[src/rtl/wb_mailbox_fifo.sv]
// Wishbone mailbox: host-to-fabric TX FIFO, fabric-to-host RX FIFO, status/level/control
// registers and an RX threshold interrupt. One side effect per strobe assertion.
module wb_mailbox_fifo #(
  parameter int unsigned ADDR_WIDTH = 16,
  parameter int unsigned DATA_WIDTH = 16,
  parameter int unsigned DEPTH_LOG2 = 4,
  parameter logic [ADDR_WIDTH-1:0] BASE_ADDR = 16'h0040
) (
  input  logic                  clk,
  input  logic                  reset,
  input  logic [ADDR_WIDTH-1:0] wb_adr_i,
  input  logic [DATA_WIDTH-1:0] wb_dat_i,
  output logic [DATA_WIDTH-1:0] wb_dat_o,
  input  logic                  wb_we_i,
  input  logic                  wb_stb_i,
  input  logic                  wb_cyc_i,
  output logic                  wb_ack_o,
  output logic [DATA_WIDTH-1:0] tx_data,
  output logic                  tx_valid,
  input  logic                  tx_ready,
  input  logic [DATA_WIDTH-1:0] rx_data,
  input  logic                  rx_valid,
  output logic                  rx_ready,
  output logic                  irq
);
  localparam int unsigned Depth = 1 << DEPTH_LOG2;
  localparam int unsigned PtrW  = DEPTH_LOG2 + 1;

  typedef enum logic [1:0] {StIdle, StAck, StWait} state_e;
  state_e state_q, state_d;

  logic [DATA_WIDTH-1:0] tx_mem [Depth];
  logic [DATA_WIDTH-1:0] rx_mem [Depth];
  logic [PtrW-1:0] tx_wr_q, tx_rd_q, rx_wr_q, rx_rd_q, tx_level, rx_level;
  logic tx_empty, tx_full, rx_empty, rx_full;
  logic tx_ovf_q, rx_udf_q, irq_en_q, irq_q;
  logic [7:0] rx_thresh_q;

  logic sel, access, is_data, rd_access;
  logic tx_push, tx_pop, rx_push, rx_pop, tx_ovf_set, rx_udf_set;
  logic status_wr, ctrl_wr, tx_flush, rx_flush;
  logic [DATA_WIDTH-1:0] rd_data;

  assign tx_level = tx_wr_q - tx_rd_q;
  assign rx_level = rx_wr_q - rx_rd_q;
  assign tx_empty = (tx_level == '0);
  assign rx_empty = (rx_level == '0);
  assign tx_full  = (tx_level == PtrW'(Depth));
  assign rx_full  = (rx_level == PtrW'(Depth));

  assign tx_data  = tx_mem[tx_rd_q[DEPTH_LOG2-1:0]];
  assign tx_valid = !tx_empty;
  assign rx_ready = !rx_full;
  assign wb_ack_o = (state_q == StAck);
  assign irq      = irq_q;

  assign sel = wb_stb_i & wb_cyc_i &
               (wb_adr_i[ADDR_WIDTH-1:2] == BASE_ADDR[ADDR_WIDTH-1:2]);

  always_comb begin
    state_d = state_q;
    access  = 1'b0;
    case (state_q)
      StIdle: if (sel) begin
        access  = 1'b1;
        state_d = StAck;
      end
      StAck:  state_d = StWait;
      StWait: if (!wb_stb_i) state_d = StIdle;
      default: state_d = StIdle;
    endcase
  end

  // A full TX is judged before any same-cycle fabric pop, so the write is still dropped.
  assign is_data    = access & (wb_adr_i[1:0] == 2'd0);
  assign rd_access  = access & !wb_we_i;
  assign tx_push    = is_data & wb_we_i & !tx_full;
  assign tx_ovf_set = is_data & wb_we_i & tx_full;
  assign rx_pop     = is_data & !wb_we_i & !rx_empty;
  assign rx_udf_set = is_data & !wb_we_i & rx_empty;
  assign status_wr  = access & wb_we_i & (wb_adr_i[1:0] == 2'd1);
  assign ctrl_wr    = access & wb_we_i & (wb_adr_i[1:0] == 2'd3);
  assign tx_flush   = ctrl_wr & wb_dat_i[0];
  assign rx_flush   = ctrl_wr & wb_dat_i[1];
  assign tx_pop     = tx_valid & tx_ready;
  assign rx_push    = rx_valid & rx_ready;

  always_comb begin
    rd_data = '0;
    case (wb_adr_i[1:0])
      2'd0: rd_data = rx_empty ? '0 : rx_mem[rx_rd_q[DEPTH_LOG2-1:0]];
      2'd1: rd_data = DATA_WIDTH'({9'd0, irq_q, rx_udf_q, tx_ovf_q,
                                   rx_full, rx_empty, tx_full, tx_empty});
      2'd2: rd_data = DATA_WIDTH'({8'(rx_level), 8'(tx_level)});
      2'd3: rd_data = DATA_WIDTH'({rx_thresh_q, 5'd0, irq_en_q, 2'b00});
      default: rd_data = '0;
    endcase
  end

  always_ff @(posedge clk) begin
    if (tx_push) tx_mem[tx_wr_q[DEPTH_LOG2-1:0]] <= wb_dat_i;
    if (rx_push) rx_mem[rx_wr_q[DEPTH_LOG2-1:0]] <= rx_data;
  end

  always_ff @(posedge clk) begin
    if (reset) begin
      state_q     <= StIdle;
      tx_wr_q     <= '0;
      tx_rd_q     <= '0;
      rx_wr_q     <= '0;
      rx_rd_q     <= '0;
      tx_ovf_q    <= 1'b0;
      rx_udf_q    <= 1'b0;
      irq_en_q    <= 1'b0;
      rx_thresh_q <= '0;
      irq_q       <= 1'b0;
      wb_dat_o    <= '0;
    end else begin
      state_q <= state_d;
      // Flush wins over any same-cycle push or pop.
      if (tx_flush) begin
        tx_wr_q <= '0;
        tx_rd_q <= '0;
      end else begin
        if (tx_push) tx_wr_q <= tx_wr_q + 1'b1;
        if (tx_pop)  tx_rd_q <= tx_rd_q + 1'b1;
      end
      if (rx_flush) begin
        rx_wr_q <= '0;
        rx_rd_q <= '0;
      end else begin
        if (rx_push) rx_wr_q <= rx_wr_q + 1'b1;
        if (rx_pop)  rx_rd_q <= rx_rd_q + 1'b1;
      end
      if (status_wr && wb_dat_i[4]) tx_ovf_q <= 1'b0;
      if (status_wr && wb_dat_i[5]) rx_udf_q <= 1'b0;
      if (tx_ovf_set) tx_ovf_q <= 1'b1;
      if (rx_udf_set) rx_udf_q <= 1'b1;
      if (ctrl_wr) begin
        irq_en_q    <= wb_dat_i[2];
        rx_thresh_q <= wb_dat_i[15:8];
      end
      if (rd_access) wb_dat_o <= rd_data;
      irq_q <= irq_en_q & (rx_thresh_q != 8'd0) & (8'(rx_level) >= rx_thresh_q);
    end
  end
endmodule

[config.mk]
export PLATFORM = sky130hd
export DESIGN_NAME = wb_mailbox_fifo
export DESIGN_NICKNAME = d
export VERILOG_FILES = /design/src/rtl/wb_mailbox_fifo.sv
export SDC_FILE = /design/constraint.sdc
export NUM_CORES = 1
export LEC_CHECK = 0
export ABC_AREA = 1
export BUFFER_PORTS_ARGS = -buffer_cell sky130_fd_sc_hd__buf_2
export CELL_PAD_IN_SITES_DETAIL_PLACEMENT = 1
export CELL_PAD_IN_SITES_GLOBAL_PLACEMENT = 1
export CORE_MARGIN = 1.5
export CORE_UTILIZATION = 35
export CTS_CLUSTER_SIZE = 28
export DETAILED_ROUTE_END_ITERATION = 10
export GPL_ROUTABILITY_DRIVEN = 1
export GPL_TIMING_DRIVEN = 0
export HOLD_SLACK_MARGIN = 0.15
export PLACE_DENSITY = 0.6
export SYNTH_ARGS = -nofsm -noshare
export SYNTH_HDL_FRONTEND = slang
export SYNTH_SLANG_ARGS = --single-unit
[constraint.sdc]
create_clock -name clk -period 2.85 [get_ports clk]
set_input_delay 0 -clock clk [delete_from_list [all_inputs] [get_ports clk]]
set_output_delay 0 -clock clk [all_outputs]
set_load 0.01 [all_outputs]
==> summary.txt, run 1 <==
CTS H-tree lvls = 3
antenna viol nets, final = 0
drt pass-1 iters = 5
max-capacitance violation count = 0
flops & latches, synth = 570
die area = 70000 sq um
TritonCTS Buffers = 66
Top FF cell, synth = edfxtp_1
switching part of the total = 0.273
WHS = 0.220 ns
crit path max fanout = 7
final worst-path setup slack = 0.114 ns
final setup vio count = 0
fin. max-slew vios = 0
Mapped Nets = 2116
Max clock buf depth = 3
CP Data Arrival Time = 3.03 ns
Total Routing Usage GR = 0.218
worst clock skew = 0.0368 ns
GPL Wtd Cong = 0.801
Post-Place Cells = 3014
Routed Wire Length = 76.5 mm
Pwr Density = 679 nW/um^2
HP Class = primary input to flip-flop
maximum VDD drop = 0.000599 V
Hold Fails Final Rpt = 0
CTS tree = yes
CP top delay family = simple AND/OR/NAND/NOR gates
Worst Setup End Kind = flip-flop
worst-path cell chain = inv_1 > ha_1 > a21oi_2 > nand2_1 > nand2_1 > nand2_1 > nand3_4 > inv_2 > nor3_4 > buf_12 > nand2_4 > nor2_4 > buf_12
Synth Instances = 2036
largest net degree at the start of global routing = 18
Layout Utilization = 0.438
switching power total = 5.46 mW
height of the die = 265 um
grt total ovfl = 0
Mapped Avg Cell Area = 11.8 sq um
vias in the first global route = 17800
Worst-Skew Late Latency = 0.61 ns
CP Launch Type = flip-flop
proportion of layout cells with a drive suffix above 1 = 0.162
# IOs = 91
Via density = 5.23
Yosys warnings = 0
Root Driver = clkbuf_16
WL per Instance = 23.5 um
Buf/Inv on CP = 4
pre-CTS WS = -0.821 ns
Clock Sink Count = 570
Vias = 17000
status = completed
Crit path top cell by count = nand2_1
Post-synth EDFFs = 512
Die W = 265 um
DP HPWL = 49.7 mm
floorplan core area = 67400 sq um
crit path time final = 2.74 ns
area of the mapped netlist = 23900 sq um
register area share after synthesis = 0.691
sequential share of power = 0.459
CP max-delay cell = dfxtp_1
Async SR Flop Fraction = 0
Max Clock Freq = 0.366 GHz
initial antenna violation count = 1
Nets = 2405
Internal Pwr Total = 14.6 mW
Req. time, crit path = 3.14 ns
distinct cell type count after synthesis = 38
Finished Layout Cells = 3247
Power Total = 20.0 mW
Initial Util = 0.355
CP Class = flip-flop to flip-flop
drt drc = 0
Port Buffers = 88
Clock power frac = 0.396
clk slew on worst S/H paths = 0.06 ns
area added between synthesis and finish = 23.2%
Period Utilization, post-route = 0.960
slew margin rel. = 0.477
combinational power share = 0.144
Worst Max-Slew Pin Slew = 0.785 ns
first-pass GRT wire length = 114 mm
P_leak = 10.6 nW
initial detailed-routing violation count = 1147
row count = 95
largest stage delay on the critical path = 0.43 ns
## synthesized netlist by cell type, drive strengths merged (10+ instances only)
cell type / count / area (sq um)
inv: 146 / 548
xor2: 12 / 105
nor3: 14 / 81.3
nor2: 97 / 404
ha: 23 / 288
mux2i: 64 / 641
nand2: 421 / 1620
dfxtp: 58 / 1160
o21ai: 105 / 526
o21a: 10 / 75.1
nand4: 12 / 75.1
edfxtp: 512 / 15400
clkbuf: 48 / 180
a21oi: 110 / 581
nand3: 266 / 1350
o211ai: 67 / 503
buf: 59 / 320
## stage by stage
stage | TNS [ns] | cell area [sq um]
after floorplan | -22.99 | 24000
after global placement | -488.95 | 25500
after detailed placement | -244.64 | 25800
after CTS | 0 | 29200
after global routing | -0.157 | 29500
final | 0 | 29500
## final timing paths
path | depth (start not counted) | to | slack, ns | from
worst max-delay path | 13 | tx_mem[13][6] | 0.11 | tx_rd_q[2]
worst min register to register | 2 | rx_udf_q | 0.47 | rx_udf_q
worst max register to register | 13 | tx_mem[13][6] | 0.11 | tx_rd_q[2]
worst min-delay path | 10 | tx_wr_q[0] | 0.22 | wb_adr_i[8]
## cells by family after synthesis
family | count (synthesis) | synth area share
AOI/OAI and AO/OA | 299 | 0.0724
xor gates and xnor gates | 13 | 0.00476
adders and majority gates | 25 | 0.0137
buffers and inverters | 254 | 0.0440
DFF | 570 | 0.691
muxes | 64 | 0.0268
and+or+nand+nor | 811 | 0.148
## routing by layer
layer	track usage	share of wire	vias to the layer above
met5	0	0	-
met4	0.0570	0.022	0
met3	0.0298	0.045	99
met2	0.378	0.50	392
met1	0.286	0.43	8676
li1	-	-	7812
## state kept, by name, indices dropped and copies added (netlist names), named ones only
name	cells
rx_rd_q	5
rx_thresh_q	8
irq	1
rx_wr_q	5
tx_rd_q	5
tx_ovf_q	1
rx_udf_q	1
irq_en_q	1
state_q	2
wb_dat_o	16
rx_mem	256
tx_mem	256
tx_wr_q	5
## cell type report
class / count / area, sq um
Antenna cell: 1 / 2.50
Buffer: 107 / 514
Clock buffer: 81 / 1720
Clock inverter: 35 / 268
Fill cell: 7096 / 37900
Inverter: 147 / 559
Multi-Input combinational cell: 1212 / 6680
Sequential cell: 570 / 16500
Tap cell: 873 / 1090
Timing Repair Buffer: 221 / 2130
## power groups by stage
stage          registers, mW  logic, mW  clock network, mW
2_1_floorplan           9.36       1.62                  0
3_3_place_gp            9.37       2.66                  0
3_5_place_dp            9.37       2.72                  0
4_1_cts                 9.20       2.83               8.08
5_1_grt                 9.20       3.17               8.36
6_report                9.20       2.89               7.93
## placed cells by master (no fill, tap or decap), drive strengths merged
cell type     count
clkbuf          135
edfxtp          512
xor2             12
a21oi           110
fa                2
o21a             10
o211ai           67
o22ai             2
nand3b            1
o31ai             1
buf             214
dlygate4sd3      59
inv             152
mux2i            64
nand4            12
dfxtp            58
clkinv           29
nor2             97
ha               23
a22oi             1
a211oi            1
nor3             14
bufinv            1
o21ai           105
nand2           421
dlymetal6s4s      1
nand3           266
diode             1
xnor2             1
o21bai            2
## timing repair
item / 4_1_cts / 5_1_grt
buffers inserted: 37 / 16
hold buffers: 60 / 0
resized for setup: 53 / 23
setup endpoints to repair: 491 / 481
endpoints found under the hold margin: 597 / 0
pin swaps: 27 / 13
gates cloned: 0 / 3
## worst register-to-register path: cells and delay by family (launching register included)
| family | cells | cell delay (ns) |
|---|---|---|
| adders and majority gates | 1 | 0.36 |
| AOI/OAI and AO/OA | 1 | 0.18 |
| and+or+nand+nor | 7 | 0.97 |
| buffers and inverters | 4 | 0.47 |
| DFF | 1 | 0.43 |
Power figures use the tool's default switching activity.
==> inputs of run 2 (changes only) <==
--- a/config.mk
+++ b/config.mk
@@ -16,7 +16,7 @@
 export GPL_ROUTABILITY_DRIVEN = 1
 export GPL_TIMING_DRIVEN = 0
 export HOLD_SLACK_MARGIN = 0.15
-export PLACE_DENSITY = 0.6
+export PLACE_DENSITY = 0.61
 export SYNTH_ARGS = -nofsm -noshare
 export SYNTH_HDL_FRONTEND = slang
 export SYNTH_SLANG_ARGS = --single-unit
==> run 2 against run 1 <==
Net effect: final cell count is 0.37% lower; total power increased by 2.7%; setup slack worse by 0.014 ns; critical path depth up 1; maximum frequency fell by 0.51%; via count down 0.73%; first-iteration DRC count rose by 3.4%; worst hold slack got worse by 0.027 ns; clock power is 6.4% higher; sequential share of layout area barely moved.
==> summary.txt, run 2 (synthesized netlist as in run 1, its figures left out) <==
status = completed
fin. max-slew vios = 0
# diodes = 0
Power Total = 20.5 mW
# IOs = 91
dpl cell area = 25800 sq um
Clock Sink Count = 570
commonest non-fill, non-tap cells in the layout = 512 x edfxtp_1, 406 x nand2_1, 258 x nand3_1, 137 x inv_1, 125 x buf_2
Die W = 265 um
P_leak = 10.6 nW
HP Class = primary input to flip-flop
Hold Fails Final Rpt = 0
drt pass-1 iters = 5
maximum VDD drop = 0.000513 V
crit path max fanout = 10
largest net degree at the start of global routing = 18
Via density = 5.21
grt total ovfl = 0
clk slew on worst S/H paths = 0.06 ns
Worst-Skew Late Latency = 0.62 ns
WL per Instance = 23.6 um
Finished Layout Cells = 3235
Final Cell Area = 29500 sq um
commonest non-fill, non-tap cell in the layout = edfxtp_1
CTS H-tree lvls = 3
fillcell total = 7118
CP Class = flip-flop to flip-flop
Period Utilization, post-route = 0.965
Req. time, crit path = 3.19 ns
GPL Wtd Cong = 0.809
TritonCTS Buffers = 66
Worst Max-Slew Pin Slew = 0.815 ns
Port Buffers = 88
antenna viol nets, final = 0
first-pass GRT wire length = 113 mm
Nets = 2393
vias in the first global route = 17800
Pwr Density = 697 nW/um^2
Hold Path Depth = 9
height of the die = 265 um
area of the multi-input gates = 6690 sq um
Total Routing Usage GR = 0.217
Routed Wire Length = 76.5 mm
die area = 70000 sq um
max-capacitance violation count = 0
R2R depth = 14
area added between synthesis and finish = 23.2%
proportion of layout cells with a drive suffix above 1 = 0.160
row count = 95
Max Clock Freq = 0.364 GHz
Vias = 16900
WHS = 0.193 ns
drt drc = 0
Root Driver = clkbuf_16
crit path time final = 2.75 ns
register area = 16500 sq um
floorplan core area = 67400 sq um
worst clock skew = 0.0318 ns
setup TNS after final layout = 0 ns
Worst Setup End Kind = flip-flop
slew margin rel. = 0.457
initial detailed-routing violation count = 1186
Max clock buf depth = 3
Initial Util = 0.355
CP Data Arrival Time = 3.09 ns
CTS tree = yes
CP Launch Type = flip-flop
initial antenna violation count = 0
DP HPWL = 49.5 mm
final setup vio count = 0
Post-Place Cells = 3014
[run 2: cell types whose count changed in the layout (fill, tap and decap cells not counted), moves of 2 or more]
cell           before  now
inv_6               3    5
inv_8               2    0
clkinv_1           17   13
bufinv_16           1    6
clkbuf_2            2    0
buf_12             31   27
buf_8               9   12
buf_1              10   12
buf_4              35   25
dlygate4sd3_1      59   61
[run 2: power breakdown]
part / internal, mW / total (mW) / switching, mW
clock network: 4.91 / 8.44 / 3.52
logic: 0.973 / 2.92 / 1.94
registers: 9.16 / 9.20 / 0.0385
[run 2: per-stage QoR]
stage | setup slack (ns) | util
after detailed placement | -0.758 | 0.383
after floorplan | -0.104 | -
final | 0.100 | 0.438
after CTS | 0.0101 | 0.435
after global routing | -0.0103 | 0.438
after global placement | -1.40 | 0.379
[run 2: worst paths after layout]
check                             startpoint            end  slack (ns)
worst max-delay path              rx_wr_q[0]  rx_mem[5][14]        0.10
worst max register to register    rx_wr_q[0]  rx_mem[5][14]        0.10
worst min-delay path            wb_adr_i[15]     tx_wr_q[4]        0.19
worst min register to register      rx_udf_q       rx_udf_q        0.48
[run 2: cell type report]
cell class / count / share of cell area
multi-input cells: 1212 / 0.227
clock inverters: 37 / 0.0140
well taps: 873 / 0.0370
plain buffers: 107 / 0.0171
flip-flops and latches: 570 / 0.561
clock buffers: 80 / 0.0585
inverters: 147 / 0.0189
repair buffers: 209 / 0.0670
[run 2: worst max-delay path: stages, from the launching register on]
cell and delay [ns]:
dfxtp_1 0.35, inv_2 0.11, ha_1 0.15, inv_1 0.07
fa_2 0.38, nand3_2 0.11, nand2_1 0.08, nand2_1 0.08
nand2_2 0.12, nand3_2 0.13, nand2_4 0.11, inv_6 0.13
nand2_4 0.11, nor2_4 0.31, clkbuf_16 0.23
[run 2: routing by layer]
layer / GRT usage / vias to the layer above / part of all wire
met5: 0 / - / 0
met4: 0.0626 / 0 / 0.025
met3: 0.0386 / 109 / 0.050
met2: 0.381 / 380 / 0.50
met1: 0.274 / 8586 / 0.42
li1: - / 7780 / -
[run 2: what timing repair did]
item	in CTS	in global routing
setup buffers	34	7
gates resized for setup	47	23
gates cloned	0	2
hold buffers	62	0
pin swaps	29	5
setup endpoints to repair	491	476
hold endpoints to repair	585	0
==> inputs of run 3 (changes only) <==
--- a/config.mk
+++ b/config.mk
@@ -10,13 +10,14 @@
 export CELL_PAD_IN_SITES_DETAIL_PLACEMENT = 1
 export CELL_PAD_IN_SITES_GLOBAL_PLACEMENT = 1
 export CORE_MARGIN = 1.5
-export CORE_UTILIZATION = 35
+export CORE_UTILIZATION = 45
 export CTS_CLUSTER_SIZE = 28
 export DETAILED_ROUTE_END_ITERATION = 10
 export GPL_ROUTABILITY_DRIVEN = 1
 export GPL_TIMING_DRIVEN = 0
 export HOLD_SLACK_MARGIN = 0.15
-export PLACE_DENSITY = 0.61
+export PLACE_DENSITY = 0.75
+export RECOVER_POWER = 100
 export SYNTH_ARGS = -nofsm -noshare
 export SYNTH_HDL_FRONTEND = slang
 export SYNTH_SLANG_ARGS = --single-unit
==> run 3 against run 2 <==
Net effect: non-clock buffer count is 1 higher; clock power is 13% lower; clock skew is 0.0084 ns lower; final cell count is 5.9% lower; critical path type is now primary input to flip-flop; critical path depth is 1 lower; sequential power hardly changed.
==> summary.txt, run 3 (synthesized netlist as in run 1, its figures left out) <==
fin. max-slew vios = 0
Hold Fails Final Rpt = 0
Power Total = 19.4 mW
status = completed
Worst-Skew Late Latency = 0.63 ns
dpl cell area = 25600 sq um
final worst-path setup slack = 0.117 ns
Vias = 17400
Worst Max-Slew Pin Slew = 1.22 ns
Final Cell Area = 28800 sq um
Port Buffers = 88
WL per Instance = 25.1 um
commonest non-fill, non-tap cell in the layout = edfxtp_1
die area = 54600 sq um
CP Launch Type = primary input
CP Class = primary input to flip-flop
Worst Setup End Kind = flip-flop
Period Utilization, post-route = 0.959
crit path max fanout = 15
grt total ovfl = 0
maximum VDD drop = 0.000541 V
Req. time, crit path = 3.16 ns
crit path time final = 2.73 ns
row count = 84
slew margin rel. = 0.184
Via density = 5.72
CP Data Arrival Time = 3.04 ns
setup TNS after final layout = 0 ns
vias in the first global route = 18200
initial antenna violation count = 1
clk slew on worst S/H paths = 0.06 ns
area added between synthesis and finish = 20.4%
TritonCTS Buffers = 58
Nets = 2386
largest net degree at the start of global routing = 18
CTS tree = yes
worst clock skew = 0.0234 ns
Max clock buf depth = 3
Pwr Density = 674 nW/um^2
height of the die = 234 um
Root Driver = clkbuf_16
commonest non-fill, non-tap cells in the layout = 512 x edfxtp_1, 407 x nand2_1, 260 x nand3_1, 137 x inv_1, 118 x clkbuf_1
# IOs = 91
antenna viol nets, final = 0
Clock Sink Count = 570
first-pass GRT wire length = 112 mm
pre-CTS WS = -0.755 ns
floorplan core area = 52600 sq um
Max Clock Freq = 0.366 GHz
Layout Utilization = 0.548
Die W = 234 um
drt pass-1 iters = 5
drt drc = 0
final setup vio count = 0
Post-Place Cells = 2829
Initial Util = 0.456
P_leak = 10.2 nW
DP HPWL = 48.9 mm
CP Launch Point = wb_adr_i[3]
max-capacitance violation count = 0
WHS = 0.215 ns
Total Routing Usage GR = 0.280
HP Class = primary input to flip-flop
Reg2Reg Launch Point = tx_wr_q[0]
Routed Wire Length = 76.3 mm
fillcell total = 5432
Finished Layout Cells = 3043
CTS H-tree lvls = 2
GPL Wtd Cong = 0.839
proportion of layout cells with a drive suffix above 1 = 0.129
Hold Startpoint = wb_adr_i[15]
initial detailed-routing violation count = 1458
==> run 3: cell types whose count changed in the layout (fill, tap and decap cells not counted), moves of 3 or more <==
cell	change
clkbuf_1	+58
buf_2	-56
clkbuf_16	-10
buf_12	-4
nor2_1	+4
buf_16	+3
bufinv_16	-3
diode_2	+3
inv_6	-3
==> run 3: final cells by class <==
type | count | area [sq um] | share of cell area
multi-input cells | 1212 | 6650 | 0.231
clock buffers | 75 | 1540 | 0.0533
repair buffers | 210 | 1910 | 0.0662
plain buffers | 107 | 507 | 0.0176
diodes | 3 | 7.51 | 0.000260
flip-flops and latches | 570 | 16500 | 0.574
well taps | 688 | 861 | 0.0299
inverters | 147 | 557 | 0.0193
clock inverters | 31 | 253 | 0.00877
==> run 3: path summary, 6_finish.rpt <==
check                           slack [ns]  cells after the start              to
worst max-delay path                  0.12                     13   tx_mem[3][12]
worst min-delay path                  0.22                     10      rx_rd_q[0]
worst max register to register        0.16                     14  tx_mem[14][13]
worst min register to register        0.46                      2        tx_ovf_q
==> run 3: what timing repair did <==
item	CTS	global route
cloned	0	1
endpoints found under the hold margin	577	0
endpoints found under the setup margin	489	510
pin swaps	28	4
gates resized for setup	42	25
buffers inserted	37	5
hold buffers	62	0
==> run 3: metal layers <==
metal / up-vias / GRT usage / routed length [um]
met5: - / 0 / 0
met3: 208 / 0.0430 / 4360
li1: 7763 / - / -
met1: 8820 / 0.337 / 29300
met4: 0 / 0.131 / 3670
met2: 609 / 0.493 / 38900
==> run 3: where the power goes <==
| group | internal, mW | switching (mW) | total, mW |
|---|---|---|---|
| registers | 9.16 | 0.0404 | 9.20 |
| clock network | 4.07 | 3.25 | 7.32 |
| logic | 0.936 | 1.96 | 2.89 |
| total | 14.2 | 5.25 | 19.4 |
==> run 3: worst max-delay path, stage by stage <==
cell,delay [ns]
dlygate4sd3_1,0.53
buf_2,0.12
nor2_1,0.12
dlygate4sd3_1,0.61
nand3_1,0.13
nor2_4,0.16
inv_2,0.07
nor2_4,0.15
nand2_4,0.10
nor2_1,0.21
nand4_1,0.23
nor2_1,0.36
buf_8,0.24
